**src/rtl/adder_pkg.sv**
```systemverilog
// Shared types and helpers for the chunked, pipelined add/subtract unit.
package adder_pkg;

    localparam logic ADD = 1'b0;
    localparam logic SUB = 1'b1;

    // Per-stage status that travels with the partial result.
    typedef struct packed {
        logic carry;
        logic zero;
    } stage_flags_t;

    function automatic int chunk_width(input int width, input int stages);
        return (stages < 1) ? width : width / stages;
    endfunction

endpackage

```
**src/rtl/pipelined_adder_if.sv**
```systemverilog
// Operation/result handshake bundle between a caller (master) and the adder (slave).
interface pipelined_adder_if #(
    parameter int WIDTH = 32,
    parameter int TAG_W = 4
);
    logic             valid_i;
    logic             ready_o;
    logic [WIDTH-1:0] op1_i;
    logic [WIDTH-1:0] op2_i;
    logic             sub_i;
    logic [TAG_W-1:0] tag_i;
    logic             valid_o;
    logic             ready_i;
    logic [WIDTH-1:0] sum_o;
    logic             carry_o;
    logic             overflow_o;
    logic             zero_o;
    logic [TAG_W-1:0] tag_o;

    modport slave (
        input  valid_i, op1_i, op2_i, sub_i, tag_i, ready_i,
        output ready_o, valid_o, sum_o, carry_o, overflow_o, zero_o, tag_o
    );

    modport master (
        output valid_i, op1_i, op2_i, sub_i, tag_i, ready_i,
        input  ready_o, valid_o, sum_o, carry_o, overflow_o, zero_o, tag_o
    );
endinterface

```
**src/rtl/adder_chunk.sv**
```systemverilog
// Combinational CHUNK-bit adder slice with carry-in, carry-out and slice-zero.
module adder_chunk #(
    parameter int CHUNK = 16
) (
    input  logic [CHUNK-1:0] a_i,
    input  logic [CHUNK-1:0] b_i,
    input  logic             c_i,
    output logic [CHUNK-1:0] sum_o,
    output logic             c_o,
    output logic             zero_o
);
    logic [CHUNK:0] total;

    assign total  = {1'b0, a_i} + {1'b0, b_i} + {{CHUNK{1'b0}}, c_i};
    assign sum_o  = total[CHUNK-1:0];
    assign c_o    = total[CHUNK];
    assign zero_o = (total[CHUNK-1:0] == '0);
endmodule

```
**src/rtl/pipelined_adder.sv**
```systemverilog
// Add/subtract unit that resolves one CHUNK-wide slice per stage, carrying the
// operands, partial result, carry, running zero and tag down a stallable pipeline.
module pipelined_adder
    import adder_pkg::*;
#(
    parameter int WIDTH  = 32,
    parameter int STAGES = 2,
    parameter int TAG_W  = 4
) (
    input logic              clk_i,
    input logic              rst_ni,
    pipelined_adder_if.slave bus
);
    localparam int CHUNK = chunk_width(WIDTH, STAGES);
    localparam int LAST  = (STAGES >= 1) ? STAGES - 1 : 0;
    localparam bit PARAM_OK = (STAGES >= 1) && (STAGES <= WIDTH) && (TAG_W >= 1) &&
                              ((WIDTH % ((STAGES >= 1) ? STAGES : 1)) == 0);

    if (!PARAM_OK) begin : g_param_err
        $error("pipelined_adder: WIDTH must be a multiple of STAGES, 1 <= STAGES <= WIDTH, TAG_W >= 1");
    end

    logic             advance;
    logic             valid_q  [STAGES];
    logic             valid_d  [STAGES];
    logic [WIDTH-1:0] a_q      [STAGES];
    logic [WIDTH-1:0] a_d      [STAGES];
    logic [WIDTH-1:0] b_q      [STAGES];
    logic [WIDTH-1:0] b_d      [STAGES];
    logic [WIDTH-1:0] res_q    [STAGES];
    logic [WIDTH-1:0] res_d    [STAGES];
    logic [WIDTH-1:0] res_in   [STAGES];
    stage_flags_t     flg_q    [STAGES];
    stage_flags_t     flg_d    [STAGES];
    logic [TAG_W-1:0] tag_q    [STAGES];
    logic [TAG_W-1:0] tag_d    [STAGES];
    logic             carry_in [STAGES];
    logic             zero_in  [STAGES];
    logic [CHUNK-1:0] chunk_sum  [STAGES];
    logic             chunk_cout [STAGES];
    logic             chunk_zero [STAGES];

    // Whole pipe moves together; bubbles are kept so latency stays fixed.
    assign advance     = !valid_q[LAST] || bus.ready_i;
    assign bus.ready_o = advance;

    always_comb begin : stage_inputs
        valid_d[0]  = bus.valid_i;
        a_d[0]      = bus.op1_i;
        b_d[0]      = (bus.sub_i == SUB) ? ~bus.op2_i : bus.op2_i;
        tag_d[0]    = bus.tag_i;
        carry_in[0] = (bus.sub_i == SUB);
        zero_in[0]  = 1'b1;
        res_in[0]   = '0;
        for (int k = 1; k < STAGES; k++) begin
            valid_d[k]  = valid_q[k-1];
            a_d[k]      = a_q[k-1];
            b_d[k]      = b_q[k-1];
            tag_d[k]    = tag_q[k-1];
            carry_in[k] = flg_q[k-1].carry;
            zero_in[k]  = flg_q[k-1].zero;
            res_in[k]   = res_q[k-1];
        end
    end

    for (genvar gi = 0; gi < STAGES; gi++) begin : g_chunk
        adder_chunk #(
            .CHUNK (CHUNK)
        ) u_chunk (
            .a_i    (a_d[gi][gi*CHUNK +: CHUNK]),
            .b_i    (b_d[gi][gi*CHUNK +: CHUNK]),
            .c_i    (carry_in[gi]),
            .sum_o  (chunk_sum[gi]),
            .c_o    (chunk_cout[gi]),
            .zero_o (chunk_zero[gi])
        );
    end

    always_comb begin : chunk_merge
        for (int k = 0; k < STAGES; k++) begin
            res_d[k]                     = res_in[k];
            res_d[k][k*CHUNK +: CHUNK]   = chunk_sum[k];
            flg_d[k].carry               = chunk_cout[k];
            flg_d[k].zero                = zero_in[k] & chunk_zero[k];
        end
    end

    always_ff @(posedge clk_i or negedge rst_ni) begin
        if (!rst_ni) begin
            for (int k = 0; k < STAGES; k++) begin
                valid_q[k] <= 1'b0;
                a_q[k]     <= '0;
                b_q[k]     <= '0;
                res_q[k]   <= '0;
                flg_q[k]   <= '0;
                tag_q[k]   <= '0;
            end
        end else if (advance) begin
            for (int k = 0; k < STAGES; k++) begin
                valid_q[k] <= valid_d[k];
                a_q[k]     <= a_d[k];
                b_q[k]     <= b_d[k];
                res_q[k]   <= res_d[k];
                flg_q[k]   <= flg_d[k];
                tag_q[k]   <= tag_d[k];
            end
        end
    end

    // Overflow uses the already-inverted second operand, so one rule covers add and sub.
    assign bus.valid_o    = valid_q[LAST];
    assign bus.sum_o      = res_q[LAST];
    assign bus.carry_o    = flg_q[LAST].carry;
    assign bus.zero_o     = flg_q[LAST].zero;
    assign bus.tag_o      = tag_q[LAST];
    assign bus.overflow_o = (a_q[LAST][WIDTH-1] == b_q[LAST][WIDTH-1]) &&
                            (res_q[LAST][WIDTH-1] != a_q[LAST][WIDTH-1]);
endmodule

```
**src/flat_wrapper.sv**
```systemverilog
// flat-port wrapper written by rule: the top's interface ports become plain ports
module pipelined_adder_flat import adder_pkg::*;
#(
    parameter int WIDTH  = 32,
    parameter int STAGES = 2,
    parameter int TAG_W  = 4
)
  (clk_i, rst_ni, bus_valid_i, bus_op1_i, bus_op2_i, bus_sub_i, bus_tag_i, bus_ready_i, bus_ready_o, bus_valid_o, bus_sum_o, bus_carry_o, bus_overflow_o, bus_zero_o, bus_tag_o);
  pipelined_adder_if #(.WIDTH(WIDTH), .TAG_W(TAG_W)) bus_i ();
  input logic clk_i;
  input logic rst_ni;
  input wire logic [$bits(bus_i.valid_i)-1:0] bus_valid_i;
  input wire logic [$bits(bus_i.op1_i)-1:0] bus_op1_i;
  input wire logic [$bits(bus_i.op2_i)-1:0] bus_op2_i;
  input wire logic [$bits(bus_i.sub_i)-1:0] bus_sub_i;
  input wire logic [$bits(bus_i.tag_i)-1:0] bus_tag_i;
  input wire logic [$bits(bus_i.ready_i)-1:0] bus_ready_i;
  output wire logic [$bits(bus_i.ready_o)-1:0] bus_ready_o;
  output wire logic [$bits(bus_i.valid_o)-1:0] bus_valid_o;
  output wire logic [$bits(bus_i.sum_o)-1:0] bus_sum_o;
  output wire logic [$bits(bus_i.carry_o)-1:0] bus_carry_o;
  output wire logic [$bits(bus_i.overflow_o)-1:0] bus_overflow_o;
  output wire logic [$bits(bus_i.zero_o)-1:0] bus_zero_o;
  output wire logic [$bits(bus_i.tag_o)-1:0] bus_tag_o;
  assign bus_i.valid_i = bus_valid_i;
  assign bus_i.op1_i = bus_op1_i;
  assign bus_i.op2_i = bus_op2_i;
  assign bus_i.sub_i = bus_sub_i;
  assign bus_i.tag_i = bus_tag_i;
  assign bus_i.ready_i = bus_ready_i;
  assign bus_ready_o = bus_i.ready_o;
  assign bus_valid_o = bus_i.valid_o;
  assign bus_sum_o = bus_i.sum_o;
  assign bus_carry_o = bus_i.carry_o;
  assign bus_overflow_o = bus_i.overflow_o;
  assign bus_zero_o = bus_i.zero_o;
  assign bus_tag_o = bus_i.tag_o;
  pipelined_adder #(.WIDTH(WIDTH), .STAGES(STAGES), .TAG_W(TAG_W)) u_core (.clk_i(clk_i), .rst_ni(rst_ni), .bus(bus_i));
endmodule
```
**config.mk**
```make
export PLATFORM = sky130hd
export DESIGN_NAME = pipelined_adder_flat
export DESIGN_NICKNAME = d
export VERILOG_FILES = /design/src/rtl/adder_pkg.sv /design/src/rtl/pipelined_adder_if.sv /design/src/rtl/adder_chunk.sv /design/src/rtl/pipelined_adder.sv /design/src/flat_wrapper.sv
export SDC_FILE = /design/constraint.sdc
export NUM_CORES = 1
export LEC_CHECK = 0
export ABC_AREA = 0
export CAP_MARGIN = 20
export CELL_PAD_IN_SITES_DETAIL_PLACEMENT = 0
export CELL_PAD_IN_SITES_GLOBAL_PLACEMENT = 1
export CORE_UTILIZATION = 41
export CTS_CLUSTER_SIZE = 16
export DETAILED_ROUTE_END_ITERATION = 16
export GPL_ROUTABILITY_DRIVEN = 0
export GPL_TIMING_DRIVEN = 0
export PLACE_DENSITY_LB_ADDON = 0.1
export SETUP_SLACK_MARGIN = 0.2
export SLEW_MARGIN = 0
export SYNTH_ARGS = -nofsm -noshare
export SYNTH_HDL_FRONTEND = slang
export SYNTH_SLANG_ARGS = --single-unit
```
**constraint.sdc**
```tcl
create_clock -name clk_i -period 5.8 [get_ports clk_i]
set_input_delay 1.45 -clock clk_i [delete_from_list [all_inputs] [get_ports clk_i]]
set_output_delay 1.45 -clock clk_i [all_outputs]
set_load 0.02 [all_outputs]
```
==> run_results.csv, run 1 <==
group,metric,value,unit
clock_network,cts_hold_repair.buffers,0,
sta,finalMaxSlewViolations,0,
flow_run,drv_cap,0,
place,dp_cells,871,
grt,grtUsageTotal,22.0,%
clock_network,cts_setup_buffers,0,
routing,ant_nets,0,
routing,viasPerCell,5.03,
routing,detail_route.first_pass.iterations,4,
floorplan,num_rows,40,
routing,drc,0,
floorplan,initial_core_util,42.8,%
floorplan,core_area,12200,µm²
worst_setup_path,required,4.35,ns
sta,rsz0062_at_grt,"no",
hold_path,hold_path.class,"register to register",
worst_setup_path,crit_path_start_kind,"primary input",
floorplan,dieArea,13200,µm²
floorplan,io_pins,114,
logic_synthesis,ys_top_cells_by_area,"dfrtp_1 (46%), nand2_1 (15%), ha_1 (7.2%), xnor2_1 (5.0%), xor2_1 (4.4%)",
pwr,pwr-share-seq,36.3,%
sta,fmax,193,MHz
worst_setup_path,cp_common_cell,"clkdlybuf4s50_1",
sta,tightestPinTransition,0.937,ns
pwr,intPower,1700,µW
worst_setup_path,cp_max_fo,10,
worst_setup_path,path_class,"primary input to output port",
grt,grt_overflow,0,
sta,setup_viol,0,
grt,grt_pass1_vias,4373,
logic_synthesis,syn_nets,696,
logic_synthesis,seq_area_frac_synth,46.0,%
finish,drive_above_1_share,3.48,%
sta,relSlewSlack,37.5,%
logic_synthesis,synth_top_cell_by_area,"dfrtp_1",
logic_synthesis,syn_area,5230,µm²
sta,fin_skew,0.00607,ns
pwr,p_sw_share,35.9,%
sta,setup_tns,0,ns
status,outcome,"complete, no violations",
finish,num_antenna_cells,0,
logic_synthesis,avgSynthCellArea,8.86,µm²
grt,antenna_found_initial,0,
place,placed_cell_area,6580,µm²
logic_synthesis,synth_enable_flop_cells,0,
clock_network,clk_pin_slew,0.07,ns
floorplan,die_x,115,µm
logic_synthesis,ys_ff_latch,96,
clock_network,worstSkewPairLatency,0.34,ns
pwr,p_sw,953,µW
sta,layout_min_cycle_time,5.18,ns
place,dpl.hpwl,10.2,mm
sta,holdWs,0.464,ns
worst_setup_path,cpPeakStageDelay,0.71,ns
pwr,power.density,384,nW/µm²
clock_network,cts_tree,"built",
finish,fin_cells,887,
sta,fin_crit_sh,89.3,%
pwr,combPwrFrac,39.6,%
clock_network,cts_root_buf,"clkbuf_16",
logic_synthesis,yosysTopAreaCellShare,46.0,%
floorplan,die_y,115,µm
pwr,power_leakage,0.00312,µW
pwr,finalPower,2650,µW
pwr,power_frac_clock,24.2,%
grt,grt_start_max_net_pins,57,
finish,nets,820,
worst_setup_path,cp_slowest_cell,"clkdlybuf4s50_1",
clock_network,clk_path_buf_depth,2,
logic_synthesis,syn_inst,590,
finish,syn_to_final_growth,32.1,%
worst_setup_path,cp.arrival,3.73,ns
worst_setup_path,path_cells,"clkdlybuf4s50_1 -> nor2b_1 -> inv_2 -> clkbuf_1 -> buf_1 -> clkdlybuf4s50_1",
place,io_buffers,112,
finish,layout_commonest_cell,"nand2_1",
grt,grt_pass1_wl,22.0,mm
logic_synthesis,synth-main-ff-cell,"dfrtp_1",
clock_network,h-tree-depth,3,
routing,avgRoutedWirePerCell,15.1,µm
finish,final_cell_area,6910,µm²
clock_network,cts-buffers-inserted,9,
logic_synthesis,yosysWarnings,0,
clock_network,cts_resized,0,
routing,vias,4466,
sta,hold_viol,0,
pwr,ir_drop,0.181,mV
clock_network,clock-sinks,96,
logic_synthesis,ys_types,49,
logic_synthesis,synth-async-reset-ratio,100,%
routing,routed_wl,13.4,mm
routing,drtIter0Drc,187,
finish,layout_common_cells,"nand2_1 (206), clkdlybuf4s50_1 (111), dfrtp_1 (96), o21ai_0 (42)",
worst_setup_path,end_kind,"output port",
worst_setup_path,ff2ff_setup_slack,1.97,ns
==> power by group through the flow <==
| stage | clock (µW) | combinational (µW) | sequential, µW |
|---|---|---|---|
| final | 642 | 1050 | 962 |
| after global routing | 685 | 1160 | 985 |
| after CTS | 654 | 1060 | 964 |
| after detailed placement | 0 | 1050 | 976 |
| after global placement | 0 | 1030 | 969 |
| after floorplan | 0 | 501 | 1070 |
==> final timing paths <==
kind	cells past startpoint	startpoint	to
worst max-delay path	6	bus_ready_i	bus_ready_o
worst min-delay path	2	u_core.bus.tag_o[3]	u_core.bus.tag_o[3]
worst max register to register	10	u_core.carry_in[0]	u_core.bus.zero_o
worst min register to register	2	u_core.bus.tag_o[3]	u_core.bus.tag_o[3]
max in group asynchronous	2	rst_ni	u_core.bus.sum_o[0]
min in group asynchronous	1	rst_ni	u_core.a_d[29]
==> stage by stage <==
step                      worst slack, ns  util [%]
after global placement             -0.272      53.7
final                               0.619      56.5
after global routing                0.470      56.5
after detailed placement            0.596      53.9
after CTS                           0.590      56.5
after floorplan                      1.58         -
==> per-layer routing <==
metal	global-route usage (%)	up-vias	wire (µm)
met2	33.8	132	5880
met4	6.32	0	110
met3	4.22	7	743
li1	-	2240	-
met5	0	-	0
met1	31.6	2087	6700
==> synth_stat cells (3+ instances only) <==
| master | number |
|---|---|
| clkbuf_1 | 21 |
| mux2_2 | 3 |
| nand2_1 | 206 |
| nor2_1 | 19 |
| o21ai_0 | 42 |
| buf_1 | 3 |
| xor2_1 | 26 |
| fa_1 | 3 |
| a31oi_1 | 5 |
| a21o_1 | 10 |
| o31ai_1 | 5 |
| nand4_1 | 4 |
| a21oi_1 | 24 |
| nor3_1 | 10 |
| a211oi_1 | 7 |
| ha_1 | 30 |
| xnor2_1 | 30 |
| o21bai_1 | 4 |
| inv_1 | 5 |
| and3_1 | 3 |
| dfrtp_1 | 96 |
==> worst max-delay path, delay by kind of cell <==
| family | cells | cell delay, ns |
|---|---|---|
| and+or+nand+nor | 1 | 0.08 |
| buffers and inverters | 5 | 2.19 |
==> flip-flops by register name (all words and copies together) (netlist names), 4 cells and up <==
signal,flops
u_core.b_d,16
u_core.bus.tag_o,4
u_core.bus.sum_o,32
u_core.a_d,16
u_core.res_d,16
u_core.tag_d,4
==> cell type report <==
cell class	instances	area, µm²
flip-flops and latches	96	2400
repair buffers	113	1150
plain buffers	24	90.1
multi-input cells	464	2710
fillers	1185	5310
clock inverters	6	93.8
well taps	168	210
clock buffers	10	229
inverters	6	22.5
==> cells by family (layout without fill, tap and decap cells) <==
| logic type | after synthesis | after routing | share of synthesized area [%] |
|---|---|---|---|
| buffers and inverters | 30 | 159 | 2.15 |
| DFF | 96 | 96 | 46.0 |
| xor gates and xnor gates | 56 | 56 | 9.38 |
| AOI/OAI and AO/OA | 114 | 114 | 13.4 |
| and+or+nand+nor | 258 | 258 | 20.1 |
| adders and majority gates | 33 | 33 | 8.33 |
| muxes | 3 | 3 | 0.646 |
Power figures use the tool's default switching activity.
==> run 2, diff against run 1 <==
CORE_UTILIZATION = 42   (was 41)
CTS_BUF_LIST = sky130_fd_sc_hd__clkbuf_4   (was default)
clock period = 6.32 ns   (was 5.8 ns; I/O delays follow)
==> run 2 against run 1 <==
  * Die area decreased by 2.3%
  * Clock power fell by 50%
  * Global-route usage hardly changed
  * Wire length is 0.51% lower
  * Utilization down 0.87 points
  * Clock skew up 0.018 ns
  * Combinational power down 8%
  * Worst setup slack better by 0.25 ns
  * Total power down 18%
  * Highest routed layer unchanged
==> run_results.csv, run 2 (synthesized netlist as in run 1, its figures left out) <==
group,metric,value,unit
clock_network,cts_root_buf,"clkbuf_4",
grt,grtUsageTotal,21.9,%
routing,drc,0,
routing,detail_route.first_pass.iterations,4,
worst_setup_path,required,4.74,ns
hold_path,min-delay-start,"u_core.res_d[0]",
worst_setup_path,r2r-start,"u_core.carry_in[0]",
sta,holdWs,0.467,ns
routing,routed_wl,13.4,mm
finish,fin_cells,888,
place,dpl.hpwl,10.1,mm
pwr,power_frac_clock,14.9,%
finish,fillers,1188,
finish,syn_to_final_growth,28.5,%
pwr,pwr-share-seq,40.6,%
pwr,power.density,322,nW/µm²
status,outcome,"complete, no violations",
finish,final_util,55.7,%
grt,grt_pass1_vias,4413,
worst_setup_path,r2r_cells,10,
pwr,power_leakage,0.00304,µW
grt,antenna_found_initial,1,
routing,vias,4483,
sta,finalMaxSlewViolations,0,
floorplan,io_pins,114,
hold_path,hold_depth,2,
worst_setup_path,end_kind,"output port",
routing,viasPerCell,5.05,
sta,fmax,183,MHz
clock_network,clk_pin_slew,0.18,ns
clock_network,cts_tree,"built",
pwr,combPwrFrac,44.5,%
finish,multi_input_area,2710,µm²
worst_setup_path,ff2ff_setup_slack,2.47,ns
flow_run,drv_cap,0,
sta,rsz0062_at_grt,"no",
sta,setup_tns,0,ns
clock_network,clk_path_buf_depth,2,
finish,seqCellArea,2400,µm²
floorplan,core_area,12100,µm²
pwr,intPower,1300,µW
finish,nets,820,
finish,layout_commonest_cell,"nand2_1",
clock_network,h-tree-depth,3,
worst_setup_path,cp_max_fo,10,
finish,layout_common_cells,"nand2_1 (206), clkdlybuf4s50_1 (111), dfrtp_1 (96), o21ai_0 (42)",
floorplan,dieArea,12900,µm²
finish,final_cell_area,6720,µm²
sta,fin_skew,0.0239,ns
routing,drtIter0Drc,212,
finish,drive_above_1_share,3.62,%
floorplan,num_rows,40,
place,placed_cell_area,6580,µm²
clock_network,clock-sinks,96,
sta,layout_min_cycle_time,5.45,ns
grt,grt_pass1_wl,21.9,mm
floorplan,initial_core_util,43.3,%
grt,grt_start_max_net_pins,56,
place,io_buffers,112,
finish,largest_register_ffs,32,
hold_path,min_to,"u_core.bus.sum_o[0]",
clock_network,cts_resized,0,
worst_setup_path,cp.arrival,3.87,ns
clock_network,worstSkewPairLatency,0.46,ns
clock_network,cts_setup_buffers,0,
worst_setup_path,path_class,"primary input to output port",
sta,tightestPinTransition,0.948,ns
hold_path,hold_path.class,"register to register",
sta,setup_viol,0,
floorplan,die_y,114,µm
pwr,p_sw_share,39.9,%
pwr,ir_drop,0.128,mV
sta,hold_viol,0,
place,dp_cells,871,
sta,relSlewSlack,36.8,%
clock_network,cts-buffers-inserted,9,
grt,grt_overflow,0,
sta,fin_crit_sh,86.3,%
routing,avgRoutedWirePerCell,15.1,µm
worst_setup_path,reg2reg_to,"u_core.bus.zero_o",
clock_network,cts_hold_repair.buffers,0,
worst_setup_path,crit_path_start_kind,"primary input",
routing,ant_nets,0,
floorplan,die_x,114,µm
pwr,p_sw,864,µW
-- run 2: changes by cell type in the layout (fill, tap and decap cells not counted), sizes merged --
cell,before,now
bufinv,2,0
clkbuf,31,30
diode,0,1
inv,6,10
clkinv,3,2
-- run 2: how the worst max path moves through the flow --
stage	from	end	cells past startpoint
finish	bus_ready_i	bus_ready_o	6
global route	bus_ready_i	bus_ready_o	6
CTS	bus_ready_i	bus_ready_o	6
detailed placement	bus_ready_i	bus_ready_o	6
global placement	rst_ni	u_core.res_d[12]	1
floorplan	bus_sub_i	u_core.flg_q[2]	12
-- run 2: layer usage --
| metal | track usage, % | vias up | routed length, µm |
|---|---|---|---|
| met3 | 3.19 | 14 | 581 |
| met4 | 7.46 | 0 | 198 |
| met1 | 31.4 | 2120 | 6650 |
| met5 | 0 | - | 0 |
| li1 | - | 2241 | - |
| met2 | 34.1 | 108 | 5940 |
-- run 2: layout make-up --
type                       instances  area share, %
multi-input combinational        464           40.4
sequential                        96           35.8
timing repair buffer             113           17.1
tap                              168           3.13
buffer                            24           1.34
clock buffer                       9           1.01
clock inverter                     7          0.932
inverter                           6          0.335
antenna                            1         0.0373
-- run 2: power groups by stage --
stage,logic (µW),clock network (µW),registers [µW]
floorplan,459,0,983
global placement,944,0,889
detailed placement,962,0,893
CTS,967,333,880
global route,1050,356,899
finish,962,323,878
-- run 2: metrics by stage --
step	setup WS (ns)	power, µW
floorplan	1.97	1440
global placement	0.142	1830
detailed placement	0.869	1860
CTS	0.861	2180
global route	0.731	2310
finish	0.867	2160
-- run 2: critical path, stage by stage --
cell and delay [ns]:
clkdlybuf4s50_1 0.45, nor2b_1 0.08, inv_2 0.14, clkbuf_1 0.44, buf_1 0.47, clkdlybuf4s50_1 0.71
